===== src/rtl/poker_pkg.sv =====
// rtl/poker_pkg.sv - shared constants, category/payout codes and FSM encoding for hand_judge
package poker_pkg;

    localparam int NCARD = 5;
    localparam int NRANK = 13;
    localparam int NSUIT = 4;

    localparam logic [3:0] RANK_MIN = 4'd1;
    localparam logic [3:0] RANK_MAX = 4'd13;
    localparam logic [2:0] SUIT_MIN = 3'd1;
    localparam logic [2:0] SUIT_MAX = 3'd4;

    // Occupancy mask bit r-1 is rank r, so Ace sits at bit0 and 10..K at bits 9..12.
    localparam logic [12:0] ROYAL_MASK = 13'h1E01;

    localparam logic [3:0] CAT_NONE     = 4'd0;
    localparam logic [3:0] CAT_PAIR     = 4'd1;
    localparam logic [3:0] CAT_TWO_PAIR = 4'd2;
    localparam logic [3:0] CAT_TRIPS    = 4'd3;
    localparam logic [3:0] CAT_STRAIGHT = 4'd4;
    localparam logic [3:0] CAT_FLUSH    = 4'd5;
    localparam logic [3:0] CAT_FULL     = 4'd6;
    localparam logic [3:0] CAT_QUADS    = 4'd7;
    localparam logic [3:0] CAT_STR_FL   = 4'd8;
    localparam logic [3:0] CAT_ROYAL    = 4'd9;

    localparam logic [7:0] PAY_NONE     = 8'd0;
    localparam logic [7:0] PAY_PAIR     = 8'd0;
    localparam logic [7:0] PAY_TWO_PAIR = 8'd1;
    localparam logic [7:0] PAY_TRIPS    = 8'd1;
    localparam logic [7:0] PAY_STRAIGHT = 8'd3;
    localparam logic [7:0] PAY_FLUSH    = 8'd4;
    localparam logic [7:0] PAY_FULL     = 8'd10;
    localparam logic [7:0] PAY_QUADS    = 8'd20;
    localparam logic [7:0] PAY_STR_FL   = 8'd25;
    localparam logic [7:0] PAY_ROYAL    = 8'd250;

    typedef enum logic [2:0] {
        ST_IDLE,
        ST_ACCUM,
        ST_SCAN,
        ST_CLASS,
        ST_DONE
    } state_t;

    function automatic logic [7:0] cat_payout(input logic [3:0] cat);
        case (cat)
            CAT_PAIR:     cat_payout = PAY_PAIR;
            CAT_TWO_PAIR: cat_payout = PAY_TWO_PAIR;
            CAT_TRIPS:    cat_payout = PAY_TRIPS;
            CAT_STRAIGHT: cat_payout = PAY_STRAIGHT;
            CAT_FLUSH:    cat_payout = PAY_FLUSH;
            CAT_FULL:     cat_payout = PAY_FULL;
            CAT_QUADS:    cat_payout = PAY_QUADS;
            CAT_STR_FL:   cat_payout = PAY_STR_FL;
            CAT_ROYAL:    cat_payout = PAY_ROYAL;
            default:      cat_payout = PAY_NONE;
        endcase
    endfunction

endpackage


===== src/rtl/hand_classify.sv =====
// rtl/hand_classify.sv - combinational priority encoder from rank statistics to category/payout
// Ports:
//   i_pairs/i_trips/i_quads  ranks seen exactly 2 / exactly 3 / 4 or more times
//   i_distinct               number of occupied ranks
//   i_min/i_max              lowest/highest occupied rank (1..13)
//   i_mask                   occupancy mask, bit r-1 = rank r
//   i_flush                  all cards share card0's suit
//   i_err                    some card was out of range; forces category none
//   o_cat/o_pay              hand category and payout multiplier
import poker_pkg::*;

module hand_classify (
    input  logic [2:0]  i_pairs,
    input  logic [2:0]  i_trips,
    input  logic [2:0]  i_quads,
    input  logic [3:0]  i_distinct,
    input  logic [3:0]  i_min,
    input  logic [3:0]  i_max,
    input  logic [12:0] i_mask,
    input  logic        i_flush,
    input  logic        i_err,
    output logic [3:0]  o_cat,
    output logic [7:0]  o_pay
);

    logic       w_broadway;
    logic       w_straight;
    logic [3:0] w_span;

    // Ace counts low (A-2-3-4-5 spans 4) or high only via the broadway mask;
    // J-Q-K-A-2 spans 12 and matches neither, so wrap-around is excluded.
    assign w_span     = i_max - i_min;
    assign w_broadway = (i_mask == ROYAL_MASK);
    assign w_straight = (i_distinct == 4'd5) && ((w_span == 4'd4) || w_broadway);

    always_comb begin
        o_cat = CAT_NONE;
        if (i_err)                                  o_cat = CAT_NONE;
        else if (w_straight && i_flush && w_broadway) o_cat = CAT_ROYAL;
        else if (w_straight && i_flush)             o_cat = CAT_STR_FL;
        else if (i_quads != 3'd0)                   o_cat = CAT_QUADS;
        else if ((i_trips != 3'd0) && (i_pairs == 3'd1)) o_cat = CAT_FULL;
        else if (i_flush)                           o_cat = CAT_FLUSH;
        else if (w_straight)                        o_cat = CAT_STRAIGHT;
        else if (i_trips != 3'd0)                   o_cat = CAT_TRIPS;
        else if (i_pairs == 3'd2)                   o_cat = CAT_TWO_PAIR;
        else if (i_pairs == 3'd1)                   o_cat = CAT_PAIR;
        o_pay = cat_payout(o_cat);
    end

endmodule


===== src/rtl/hand_judge.sv =====
// rtl/hand_judge.sv - final-hand evaluator: card mux, rank histogram, scan and result registers
// Ports:
//   clock, reset_c        rising-edge clock, asynchronous active-low reset
//   judge_go              start pulse, accepted only in IDLE
//   hold[4:0]             bit i keeps dealt card i, else replacement card i+5
//   Pnum0..9, suit0..9    card ranks (1..13) and suits (1..4) from the generator
//   busy                  high from accept edge until hand_done rises
//   hand_done             one-cycle pulse, results valid from then on
//   hand_cat, payout      category code and payout multiplier
//   card_err              some selected card had an out-of-range rank or suit
import poker_pkg::*;

module hand_judge (
    input  logic       clock,
    input  logic       reset_c,
    input  logic       judge_go,
    input  logic [4:0] hold,
    input  logic [3:0] Pnum0, Pnum1, Pnum2, Pnum3, Pnum4,
    input  logic [3:0] Pnum5, Pnum6, Pnum7, Pnum8, Pnum9,
    input  logic [2:0] suit0, suit1, suit2, suit3, suit4,
    input  logic [2:0] suit5, suit6, suit7, suit8, suit9,
    output logic       busy,
    output logic       hand_done,
    output logic [3:0] hand_cat,
    output logic [7:0] payout,
    output logic       card_err
);

    logic [3:0]  w_pnum [10];
    logic [2:0]  w_suit [10];

    assign w_pnum = '{Pnum0, Pnum1, Pnum2, Pnum3, Pnum4, Pnum5, Pnum6, Pnum7, Pnum8, Pnum9};
    assign w_suit = '{suit0, suit1, suit2, suit3, suit4, suit5, suit6, suit7, suit8, suit9};

    state_t      r_state;
    logic [3:0]  r_rank [NCARD];
    logic [2:0]  r_suit [NCARD];
    logic [2:0]  r_hist [NRANK];
    logic [2:0]  r_idx;
    logic [3:0]  r_scan;
    logic        r_flush;
    logic        r_err;
    logic [3:0]  r_min;
    logic [3:0]  r_max;
    logic [2:0]  r_pairs;
    logic [2:0]  r_trips;
    logic [2:0]  r_quads;
    logic [3:0]  r_distinct;
    logic [12:0] r_mask;
    logic [3:0]  r_cls_cat;
    logic [7:0]  r_cls_pay;
    logic        r_cls_err;

    logic [3:0]  w_cur_rank;
    logic [2:0]  w_cur_suit;
    logic        w_cur_ok;
    logic [3:0]  w_hidx;
    logic [2:0]  w_cnt;
    logic [3:0]  w_rval;
    logic [3:0]  w_cat;
    logic [7:0]  w_pay;

    assign w_cur_rank = r_rank[r_idx];
    assign w_cur_suit = r_suit[r_idx];
    assign w_cur_ok   = (w_cur_rank >= RANK_MIN) && (w_cur_rank <= RANK_MAX) &&
                        (w_cur_suit >= SUIT_MIN) && (w_cur_suit <= SUIT_MAX);
    assign w_hidx     = w_cur_rank - 4'd1;
    assign w_cnt      = r_hist[r_scan];
    assign w_rval     = r_scan + 4'd1;

    hand_classify u_classify (
        .i_pairs    (r_pairs),
        .i_trips    (r_trips),
        .i_quads    (r_quads),
        .i_distinct (r_distinct),
        .i_min      (r_min),
        .i_max      (r_max),
        .i_mask     (r_mask),
        .i_flush    (r_flush),
        .i_err      (r_err),
        .o_cat      (w_cat),
        .o_pay      (w_pay)
    );

    always_ff @(posedge clock or negedge reset_c) begin
        if (!reset_c) begin
            r_state    <= ST_IDLE;
            for (int i = 0; i < NCARD; i++) begin
                r_rank[i] <= '0;
                r_suit[i] <= '0;
            end
            for (int i = 0; i < NRANK; i++) r_hist[i] <= '0;
            r_idx      <= '0;
            r_scan     <= '0;
            r_flush    <= 1'b0;
            r_err      <= 1'b0;
            r_min      <= '0;
            r_max      <= '0;
            r_pairs    <= '0;
            r_trips    <= '0;
            r_quads    <= '0;
            r_distinct <= '0;
            r_mask     <= '0;
            r_cls_cat  <= '0;
            r_cls_pay  <= '0;
            r_cls_err  <= 1'b0;
            busy       <= 1'b0;
            hand_done  <= 1'b0;
            hand_cat   <= '0;
            payout     <= '0;
            card_err   <= 1'b0;
        end else begin
            hand_done <= 1'b0;
            case (r_state)
                ST_IDLE: begin
                    if (judge_go) begin
                        for (int i = 0; i < NCARD; i++) begin
                            r_rank[i] <= hold[i] ? w_pnum[i] : w_pnum[i+NCARD];
                            r_suit[i] <= hold[i] ? w_suit[i] : w_suit[i+NCARD];
                        end
                        for (int i = 0; i < NRANK; i++) r_hist[i] <= '0;
                        r_idx      <= '0;
                        r_scan     <= '0;
                        r_flush    <= 1'b1;
                        r_err      <= 1'b0;
                        r_min      <= 4'd15;
                        r_max      <= 4'd0;
                        r_pairs    <= '0;
                        r_trips    <= '0;
                        r_quads    <= '0;
                        r_distinct <= '0;
                        r_mask     <= '0;
                        busy       <= 1'b1;
                        r_state    <= ST_ACCUM;
                    end
                end
                ST_ACCUM: begin
                    if (!w_cur_ok) r_err <= 1'b1;
                    else           r_hist[w_hidx] <= r_hist[w_hidx] + 3'd1;
                    if (w_cur_suit != r_suit[0]) r_flush <= 1'b0;
                    if (r_idx == 3'(NCARD - 1)) r_state <= ST_SCAN;
                    r_idx <= r_idx + 3'd1;
                end
                ST_SCAN: begin
                    if (w_cnt == 3'd2) r_pairs <= r_pairs + 3'd1;
                    if (w_cnt == 3'd3) r_trips <= r_trips + 3'd1;
                    // Five identical cards reach a count of 5; they are still scored as quads.
                    if (w_cnt >= 3'd4) r_quads <= r_quads + 3'd1;
                    if (w_cnt != 3'd0) begin
                        r_distinct     <= r_distinct + 4'd1;
                        r_mask[r_scan] <= 1'b1;
                        if (w_rval < r_min) r_min <= w_rval;
                        if (w_rval > r_max) r_max <= w_rval;
                    end
                    if (r_scan == 4'(NRANK - 1)) r_state <= ST_CLASS;
                    r_scan <= r_scan + 4'd1;
                end
                ST_CLASS: begin
                    r_cls_cat <= w_cat;
                    r_cls_pay <= w_pay;
                    r_cls_err <= r_err;
                    r_state   <= ST_DONE;
                end
                ST_DONE: begin
                    // The cycle after this edge is the done cycle; the FSM is already
                    // back in IDLE so a held judge_go is taken on the very next edge.
                    hand_cat  <= r_cls_cat;
                    payout    <= r_cls_pay;
                    card_err  <= r_cls_err;
                    hand_done <= 1'b1;
                    busy      <= 1'b0;
                    r_state   <= ST_IDLE;
                end
                default: r_state <= ST_IDLE;
            endcase
        end
    end

endmodule


===== config.mk =====
export PLATFORM = sky130hd
export DESIGN_NAME = hand_judge
export DESIGN_NICKNAME = d
export VERILOG_FILES = /design/src/rtl/poker_pkg.sv /design/src/rtl/hand_classify.sv /design/src/rtl/hand_judge.sv
export SDC_FILE = /design/constraint.sdc
export NUM_CORES = 1
export LEC_CHECK = 0
export ABC_AREA = 0
export BUFFER_PORTS_ARGS = -buffer_cell sky130_fd_sc_hd__buf_2
export CAP_MARGIN = 20
export CORE_AREA = 4 4 131 133
export DETAILED_ROUTE_END_ITERATION = 10
export DIE_AREA = 0 0 135 137
export PLACE_DENSITY = 0.7
export SLEW_MARGIN = 20
export SYNTH_ARGS = -nofsm -noshare
export SYNTH_HDL_FRONTEND = slang
export SYNTH_SLANG_ARGS = --single-unit

===== constraint.sdc =====
create_clock -name clock -period 8.61 [get_ports clock]
set_input_delay 1.722 -clock clock [delete_from_list [all_inputs] [get_ports clock]]
set_output_delay 1.722 -clock clock [all_outputs]
set_load 0.005 [all_outputs]

==> results.json, run 1 <==
{
  "fp.dieW_um": 135,
  "fillers": 1346,
  "final-setup-viol-count": 0,
  "relSlewSlack_pct": 30.9,
  "drv_cap": 0,
  "core_mm2": 0.0158,
  "firstDrtPassIters": 6,
  "cts_made_buffers": 17,
  "synthTopCellsByArea": "dfrtp_1 45%, mux4_2 6.2%, o21ai_0 5.9%, mux2i_1 5.5%, ha_1 4.8%",
  "yosysUniqueCellTypes": 69,
  "p_leak_nw": 4.31,
  "vdd_drop_max_mv": 0.234,
  "avgSynthCellArea_um2": 10.3,
  "wl_per_cell_um": 16.8,
  "final_area_mm2": 0.00915,
  "synth_nets": 889,
  "drive_gt1_share_pct": 22.7,
  "min_period_over_period_pct": 59.4,
  "drt_drc_violations_left": 0,
  "start_util_pct": 50.6,
  "ant_nets": 0,
  "grt_pass1_wl_um": 30200,
  "design.portCount": 93,
  "htree_levels": 4,
  "diodes": 0,
  "holdPathEnd": "r_suit[1]$_DFFE_PN0P_",
  "fin_cells": 1074,
  "worstPathArrival_ns": 5.40,
  "insertion_delay_ns": 0.43,
  "post_cts_buffers": 0,
  "crit_required_ns": 8.89,
  "ys_ff_latch": 144,
  "ctsResizeCount": 0,
  "fmax_mhz": 195,
  "grt_antenna_before_repair": 0,
  "grt_pass1_vias": 5998,
  "final.setup.tns_ns": 0,
  "r2r_end": "r_hist[8]$_DFFE_PN0P_",
  "hp-start": "r_suit[1]$_DFFE_PN0P_",
  "place_hpwl_um": 12800,
  "drt_first_iter_violations": 415,
  "cts-root-buf": "clkbuf_16",
  "syn2layout_area_growth_pct": 14.3,
  "pwr_density_cell_mw_per_mm2": 376,
  "report.final.hold_viol_count": 0,
  "min_delay_path_depth": 2,
  "synthTopCellsByCount": "144 x dfrtp_1, 94 x o21ai_0, 92 x nand2_1, 44 x mux2i_1, 42 x nor2_1",
  "yosysSeqAreaShare_pct": 45.0,
  "viasPerCell": 5.72,
  "synth-main-ff-cell": "dfrtp_1",
  "skew_ns": 0.00943,
  "dieHeight_um": 137,
  "cts_tree": "built",
  "worstHoldPathType": "reg -> reg",
  "critPathLaunchType": "flop",
  "gp_congestion": 0.876,
  "synth_top_area_cell": "dfrtp_1",
  "portBuffers": 92,
  "place_area_mm2": 0.00857,
  "tightestPinTransition_ns": 1.04,
  "status": "finished, final reports clean",
  "cp_max_fo": 17,
  "grt_overflow": 0,
  "yosysMostFrequentCell": "dfrtp_1",
  "nets": 954,
  "ff2ff_path_depth": 9,
  "routed_wl_um": 18100,
  "synth_edf_count": 0,
  "fin_hold_ws_ns": 0.477,
  "fp.dieArea_mm2": 0.0185,
  "postSynthCellCount": 780,
  "clk_path_buf_depth": 2,
  "placed_cells": 1042,
  "netlist.area_leader.share_pct": 45.0,
  "num_rows": 46,
  "crit_type": "reg -> reg",
  "grt_max_degree": 94,
  "rsz0062_at_grt": "false",
  "syn_area_mm2": 0.00800,
  "total_power_mw": 3.43,
  "crit_path_end_kind": "flop",
  "cts.sinks": 144,
  "r2r-start": "r_idx[0]$_DFFE_PN0P_",
  "clk_pin_slew_ns": 0.06,
  "slew_viol_final": 0,
  "finalCriticalPeriod_ns": 5.12,
  "postCtsHoldBufs": 0,
  "via_count": 6139,
  "grt_util_all_layers_pct": 20.6,
  "rrSetupSlack_ns": 3.49,
  "async_flop_share_pct": 100,
  "synth_warnings": 0
}
## sequential cells by signal, indices dropped and copies added, names as in the netlist, 3 cells and up
signal / cells
hand_cat: 4
payout: 6
r_cls_cat: 4
r_cls_pay: 6
r_distinct: 4
r_hist: 39
r_idx: 3
r_mask: 13
r_max: 4
r_min: 4
r_pairs: 3
r_quads: 3
r_rank: 20
r_scan: 4
r_state: 3
r_suit: 15
r_trips: 3
## placed cells by master (no fill, tap or decap), types with 14 or more instances in the layout
cell and instances:
mux4_2 22, a31oi_1 14, ha_1 31, clkbuf_16 17, buf_2 91, mux2_2 15
inv_1 30, dfrtp_1 144, nand2_1 92, mux2i_1 44, o21ai_0 94, a21oi_1 30
nor2_1 42
## where the power goes
group	internal, mW	switching [mW]	total (mW)
Combinational	0.632	1.03	1.66
Sequential	0.868	0.189	1.06
Clock	0.418	0.299	0.717
Total	1.92	1.52	3.43
## worst max path at each step
stage / from / to / slack, ns / depth (start not counted)
6_report: r_idx[0]$_DFFE_PN0P_ / r_hist[8]$_DFFE_PN0P_ / 3.49 / 9
5_1_grt: r_idx[0]$_DFFE_PN0P_ / r_hist[2]$_DFFE_PN0P_ / 3.15 / 9
3_3_place_gp: r_idx[0]$_DFFE_PN0P_ / r_hist[5]$_DFFE_PN0P_ / 3.68 / 9
2_1_floorplan: r_idx[1]$_DFFE_PN0P_ / r_hist[7]$_DFFE_PN0P_ / 4.93 / 14
3_5_place_dp: r_idx[0]$_DFFE_PN0P_ / r_hist[5]$_DFFE_PN0P_ / 3.47 / 9
4_1_cts: r_idx[0]$_DFFE_PN0P_ / r_hist[8]$_DFFE_PN0P_ / 3.50 / 9
## kinds of logic (layout without fill, tap and decap cells)
kind of cell	after synthesis	count (layout)	synth area share [%]
and+or+nand+nor	219	219	13.3
AOI/OAI and AO/OA	206	206	16.4
DFF	144	144	45.0
muxes	83	83	14.3
buffers and inverters	82	160	4.22
adders and majority gates	31	31	4.85
xor gates and xnor gates	15	15	1.88
## metal layers
| layer | track usage (%) | part of all wire (%) | routed length, um | vias to the layer above |
|---|---|---|---|---|
| met5 | 0 | 0 | 0 | - |
| met1 | 26.9 | 43 | 7780 | 2973 |
| met4 | 6.22 | 1.8 | 332 | 0 |
| met2 | 34.2 | 49 | 8920 | 204 |
| li1 | - | - | - | 2934 |
| met3 | 4.96 | 5.7 | 1040 | 28 |
## through the flow
step | util, % | setup WS [ns]
after floorplan | - | 4.93
after detailed placement | 54.1 | 3.47
after global routing | 57.8 | 3.15
after global placement | 54.1 | 3.68
final | 57.8 | 3.49
after CTS | 57.8 | 3.50
## worst max-delay path, stage by stage (launching register included)
cell	delay, ns
dfrtp_1	0.81
mux4_2	0.61
a21oi_2	0.79
ha_1	0.61
mux4_2	0.38
a21bo_2	0.20
nand4_1	0.42
ha_1	0.45
xnor2_4	0.53
o21ai_0	0.17
## final cells by class
| class | instances | area, um2 | share of cell area [%] |
|---|---|---|---|
| clock inverters | 13 | 126 | 1.38 |
| inverters | 31 | 116 | 1.27 |
| multi-input cells | 554 | 4070 | 44.5 |
| well taps | 216 | 270 | 2.95 |
| clock buffers | 19 | 453 | 4.95 |
| repair buffers | 97 | 504 | 5.51 |
| flip-flops and latches | 144 | 3600 | 39.4 |
Power figures use the tool's default switching activity.
==> run 2, diff against run 1 <==
==> constraint.sdc (replaced) <==
create_clock -name clock -period 5 [get_ports clock]
set_input_delay 1 -clock clock [delete_from_list [all_inputs] [get_ports clock]]
set_output_delay 1 -clock clock [all_outputs]
set_load 0.005 [all_outputs]
==> run 2 against run 1 <==
  * Clock power grew 74%
  * Clock skew fell by 0.0031 ns
  * Utilization rose by 0.14 points
  * First-iteration DRC count is 0.72% higher
  * Via count shrank 0.60%
  * Die area stayed put
  * Clock-buffer cell count increased by 4
  * Sequential share of layout area is 0.097 points lower
  * Register-to-register slack lost 2.4 ns
  * Maximum frequency is 31% higher
  * Sequential power increased by 69%
  * Largest cell class unchanged
  * Largest power group unchanged
==> results.json, run 2 (synthesis results as in run 1) <==
{
  "p_leak_nw": 4.31,
  "finalCriticalPeriod_ns": 3.89,
  "fp.dieArea_mm2": 0.0185,
  "nets": 956,
  "fillers": 1369,
  "final_core_util_pct": 57.9,
  "path_common_cell": "ha_1",
  "drive_gt1_share_pct": 22.6,
  "ctsResizeCount": 0,
  "postCtsHoldBufs": 0,
  "vdd_drop_max_mv": 0.380,
  "r2r_end": "r_hist[2]$_DFFE_PN0P_",
  "fmax_mhz": 257,
  "p_seq_share_pct": 30.2,
  "multi_input_area_mm2": 0.00407,
  "min_delay_path_depth": 2,
  "min_period_over_period_pct": 77.9,
  "final-setup-viol-count": 0,
  "dp_slack_ns": 1.11,
  "report.final.hold_viol_count": 0,
  "cp_slowest_stage_delay_ns": 0.61,
  "intPower_mw": 3.38,
  "cts_made_buffers": 17,
  "htree_levels": 4,
  "p_clk_share_pct": 21.1,
  "clk_path_buf_depth": 2,
  "core_mm2": 0.0158,
  "rrSetupSlack_ns": 1.11,
  "crit_path_end_kind": "flop",
  "worstHoldPathType": "reg -> reg",
  "p_comb_share_pct": 48.6,
  "gp_congestion": 0.906,
  "grt_antenna_before_repair": 0,
  "slew_viol_final": 0,
  "tightestPinTransition_ns": 0.979,
  "cp_max_fo": 13,
  "rsz0062_at_grt": "false",
  "regArea_mm2": 0.00360,
  "grt_max_degree": 113,
  "drt_first_iter_violations": 418,
  "clk_pin_slew_ns": 0.06,
  "insertion_delay_ns": 0.42,
  "grt_util_all_layers_pct": 20.7,
  "syn2layout_area_growth_pct": 14.6,
  "r2r-start": "r_idx[1]$_DFFE_PN0P_",
  "drt_drc_violations_left": 0,
  "via_count": 6102,
  "setup_ws_ns": 1.11,
  "cts.sinks": 144,
  "grt_overflow": 0,
  "start_util_pct": 50.6,
  "viasPerCell": 5.67,
  "grt_pass1_vias": 6113,
  "p_switching_mw": 2.56,
  "critPathLaunchType": "flop",
  "ant_nets": 0,
  "switching_share_pct": 43.1,
  "top_regs": "r_hist (39), r_rank (20), r_suit (15)",
  "wl_per_cell_um": 16.8,
  "crit_required_ns": 5.28,
  "holdPathEnd": "r_rank[10]$_DFFE_PN0P_",
  "diodes": 0,
  "design.portCount": 93,
  "pwr_density_cell_mw_per_mm2": 647,
  "num_rows": 46,
  "routed_wl_um": 18100,
  "dieHeight_um": 137,
  "firstDrtPassIters": 6,
  "grt_pass1_wl_um": 30600,
  "post_cts_buffers": 0,
  "ff2ff_path_depth": 13,
  "layout_common_cells": "144 x dfrtp_1, 94 x o21ai_0, 92 x nand2_1",
  "final.setup.tns_ns": 0,
  "hp-start": "r_rank[10]$_DFFE_PN0P_",
  "status": "finished, final reports clean",
  "worstPathArrival_ns": 4.17,
  "total_power_mw": 5.94,
  "drv_cap": 0,
  "fp.dieW_um": 135,
  "place_hpwl_um": 12700,
  "top_register": "r_hist",
  "cts_tree": "built",
  "relSlewSlack_pct": 34.4,
  "crit_path_top_delay_cell": "dfrtp_1",
  "skew_ns": 0.00637,
  "cts-root-buf": "clkbuf_16",
  "path_cells": "nor2_1 -> and3_1 -> nor3_1 -> ha_1 -> inv_1 -> nand4_1 -> mux2i_1 -> or2_1 -> a22oi_1 -> nand3_1 -> ha_1 -> xnor2_4 -> o21ai_0",
  "largest_reg_flops": 39,
  "layout_commonest_cell": "dfrtp_1",
  "portBuffers": 92,
  "crit_type": "reg -> reg"
}
[run 2: routing by layer]
metal	wire length, um	GRT usage (%)	share of wire [%]
met5	0	0	0
met4	255	6.05	1.4
met3	902	5.11	5.0
met2	8870	34.7	49
met1	8040	26.9	44
[run 2: final cells by class]
class                   count  area share (%)
multi-input cells         554            44.4
flip-flops and latches    144            39.3
repair buffers             99            5.69
clock buffers              23            5.21
well taps                 216            2.95
inverters                  31            1.27
clock inverters             9            1.16
[run 2: worst max-delay path, delay by kind of cell (launching register included)]
kind	cells	cell delay, ns
AO/OA/AOI/OAI	2	0.41
XOR/XNOR	1	0.52
adder cells (fa/ha/maj)	2	0.58
buffers and inverters	1	0.11
flip-flops	1	0.61
multiplexers	1	0.13
AND/OR/NAND/NOR	6	1.38
[run 2: worst max-delay path by stage]
stage                               startpoint                     to  slack (ns)  depth (start not counted)
after floorplan           r_idx[1]$_DFFE_PN0P_  r_hist[7]$_DFFE_PN0P_        1.32                         14
after global placement    r_idx[1]$_DFFE_PN0P_  r_hist[5]$_DFFE_PN0P_        1.21                         13
after detailed placement  r_idx[1]$_DFFE_PN0P_  r_hist[2]$_DFFE_PN0P_        1.11                         13
after CTS                 r_idx[1]$_DFFE_PN0P_  r_hist[2]$_DFFE_PN0P_        1.09                         13
after global routing      r_idx[1]$_DFFE_PN0P_  r_hist[2]$_DFFE_PN0P_        0.72                         13
final                     r_idx[1]$_DFFE_PN0P_  r_hist[2]$_DFFE_PN0P_        1.11                         13
[run 2: power by group through the flow]
stage	logic [mW]	clock network [mW]	registers (mW)
after global placement	2.82	0	1.80
after CTS	2.88	1.28	1.79
after floorplan	2.34	0	1.66
after global routing	3.19	1.33	1.84
after detailed placement	2.86	0	1.81
final	2.89	1.25	1.79
[run 2: stage by stage]
stage / instance area [um2] / instances / hold WS (ns)
floorplan: 8000 / 780 / 0.438
detailed placement: 8580 / 1044 / 0.462
finish: 9170 / 1076 / 0.472
CTS: 9170 / 1076 / 0.476
global route: 9170 / 1076 / 0.503
global placement: 8580 / 1044 / 0.457
==> run 3, diff against run 2 <==
==> constraint.sdc (replaced) <==
create_clock -name clock -period 4 [get_ports clock]
set_input_delay 0.8 -clock clock [delete_from_list [all_inputs] [get_ports clock]]
set_output_delay 0.8 -clock clock [all_outputs]
set_load 0.005 [all_outputs]
==> run 3 against run 2 <==
  * Combinational power is 32% higher
  * Final cell count is 0.93% higher
  * Power is 27% higher
  * Maximum frequency is 2.3% higher
  * Worst hold slack worse by 0.056 ns
  * Clock skew is 0.00084 ns higher
  * Global-route usage is 0.26 points lower
  * Utilization is 0.41 points higher
  * Critical path depth stayed put
  * First-iteration DRC count is 1.7% higher
  * Register-to-register slack worse by 0.91 ns
  * Largest cell class unchanged
  * Largest power group unchanged
==> results.json, run 3 (synthesis results as in run 1) <==
{
  "firstDrtPassIters": 5,
  "total_power_mw": 7.55,
  "path_cells": "mux4_2 -> a21oi_2 -> ha_1 -> inv_1 -> nand4_1 -> mux2i_1 -> or2_1 -> a22oi_1 -> nand3_1 -> ha_1 -> xnor2_4 -> buf_4 -> o2bb2ai_2",
  "portBuffers": 92,
  "final-setup-viol-count": 0,
  "grt_antenna_before_repair": 0,
  "cts_tree": "built",
  "min_period_over_period_pct": 95.2,
  "postCtsHoldBufs": 0,
  "dieHeight_um": 137,
  "worstPathArrival_ns": 4.12,
  "worstSetupStartpoint": "r_idx[0]$_DFFE_PN0P_",
  "grt_util_all_layers_pct": 20.5,
  "viasPerCell": 5.61,
  "status": "finished, final reports clean",
  "skew_ns": 0.00720,
  "post_cts_buffers": 0,
  "multi_input_area_mm2": 0.00409,
  "syn2layout_area_growth_pct": 15.4,
  "ant_nets": 0,
  "nets": 966,
  "path_common_cell": "ha_1",
  "start_util_pct": 50.6,
  "drt_drc_violations_left": 0,
  "relSlewSlack_pct": 46.1,
  "drt_first_iter_violations": 425,
  "regArea_mm2": 0.00360,
  "vdd_drop_max_mv": 0.621,
  "crit_type": "reg -> reg",
  "fmax_mhz": 263,
  "fp.dieArea_mm2": 0.0185,
  "htree_levels": 4,
  "grt_pass1_vias": 5963,
  "grt_overflow": 0,
  "cp_slowest_stage_delay_ns": 0.62,
  "gp_congestion": 0.926,
  "grt_pass1_wl_um": 30000,
  "pwr_density_cell_mw_per_mm2": 817,
  "cts_made_buffers": 17,
  "cts-root-buf": "clkbuf_16",
  "worstHoldPathType": "in -> async",
  "place_hpwl_um": 12900,
  "clk_path_buf_depth": 2,
  "layout_common_cells": "144 x dfrtp_1, 94 x o21ai_0, 92 x nand2_1",
  "ctsResizeCount": 0,
  "clk_pin_slew_ns": 0.06,
  "design.portCount": 93,
  "drive_gt1_share_pct": 23.8,
  "largest_reg_flops": 39,
  "core_mm2": 0.0158,
  "crit_path_end_kind": "flop",
  "tightestPinTransition_ns": 0.807,
  "insertion_delay_ns": 0.43,
  "wl_per_cell_um": 16.5,
  "grt_max_degree": 83,
  "final.setup.tns_ns": 0,
  "critPathLaunchType": "flop",
  "report.final.hold_viol_count": 0,
  "routed_wl_um": 17900,
  "fp.dieW_um": 135,
  "fillers": 1404,
  "p_leak_nw": 4.35,
  "crit_path_top_delay_cell": "dfrtp_1",
  "rsz0062_at_grt": "false",
  "r2r-start": "r_idx[0]$_DFFE_PN0P_",
  "diodes": 0,
  "via_count": 6094,
  "num_rows": 46,
  "finalCriticalPeriod_ns": 3.81,
  "top_regs": "r_hist (39), r_rank (20), r_suit (15)",
  "cts.sinks": 144,
  "crit_required_ns": 4.31,
  "top_register": "r_hist",
  "drv_cap": 0,
  "slew_viol_final": 0,
  "cp_max_fo": 11,
  "layout_commonest_cell": "dfrtp_1"
}
-- run 3: changes by cell type in the layout (fill, tap and decap cells not counted), moves of 2 or more --
cell,previous run,this run
buf_4,7,16
clkbuf_8,4,0
clkinv_4,0,2
nor3_1,11,9
nor3_2,1,3
-- run 3: through the flow --
step	utilization [%]	instance area (um2)	worst slack, ns	hold slack [ns]	cells
after floorplan	-	8000	0.323	0.438	780
after global placement	54.8	8670	0.313	0.458	1054
after detailed placement	54.8	8670	0.203	0.465	1054
after CTS	58.2	9220	0.157	0.437	1086
after global routing	58.3	9230	0.0491	0.468	1086
final	58.3	9230	0.192	0.415	1086
-- run 3: report_power, final --
| part | switching, mW | internal [mW] | total [mW] |
|---|---|---|---|
| Combinational | 2.30 | 1.52 | 3.82 |
| Sequential | 0.367 | 1.87 | 2.24 |
| Clock | 0.633 | 0.854 | 1.49 |
| Total | 3.30 | 4.25 | 7.55 |
-- run 3: routing by layer --
metal  global-route usage, %  wire length, um  part of all wire (%)
met2                    34.2             8770                    49
met1                    27.1             8070                    45
met3                    3.75              819                   4.6
met4                    7.05              280                   1.6
met5                       0                0                     0
-- run 3: cell type report --
cell class                 count  area share [%]
inverter                      31            1.26
tap                          216            2.93
clock inverter                13            1.25
clock buffer                  19            4.69
multi-input combinational    554            44.3
sequential                   144            39.0
timing repair buffer         109            6.57
-- run 3: critical path: cells and delay by family, from the launching register on --
kind / cells / cell delay (ns)
AND/OR/NAND/NOR: 3 / 0.48
buffers and inverters: 2 / 0.35
AO/OA/AOI/OAI: 3 / 0.51
adder cells (fa/ha/maj): 2 / 0.55
XOR/XNOR: 1 / 0.44
multiplexers: 2 / 0.74
flip-flops: 1 / 0.62
-- run 3: final timing paths --
kind	end	slack [ns]	cells past startpoint
min in group clock	r_cls_pay[3]$_DFFE_PN0P_	0.48	2
worst max-delay path	r_hist[29]$_DFFE_PN0P_	0.19	13
worst min register to register	r_cls_pay[3]$_DFFE_PN0P_	0.48	2
worst min-delay path	card_err$_DFFE_PN0P_	0.42	1
max in group asynchronous	r_rank[2]$_DFFE_PN0P_	2.80	2
worst max register to register	r_hist[29]$_DFFE_PN0P_	0.19	13
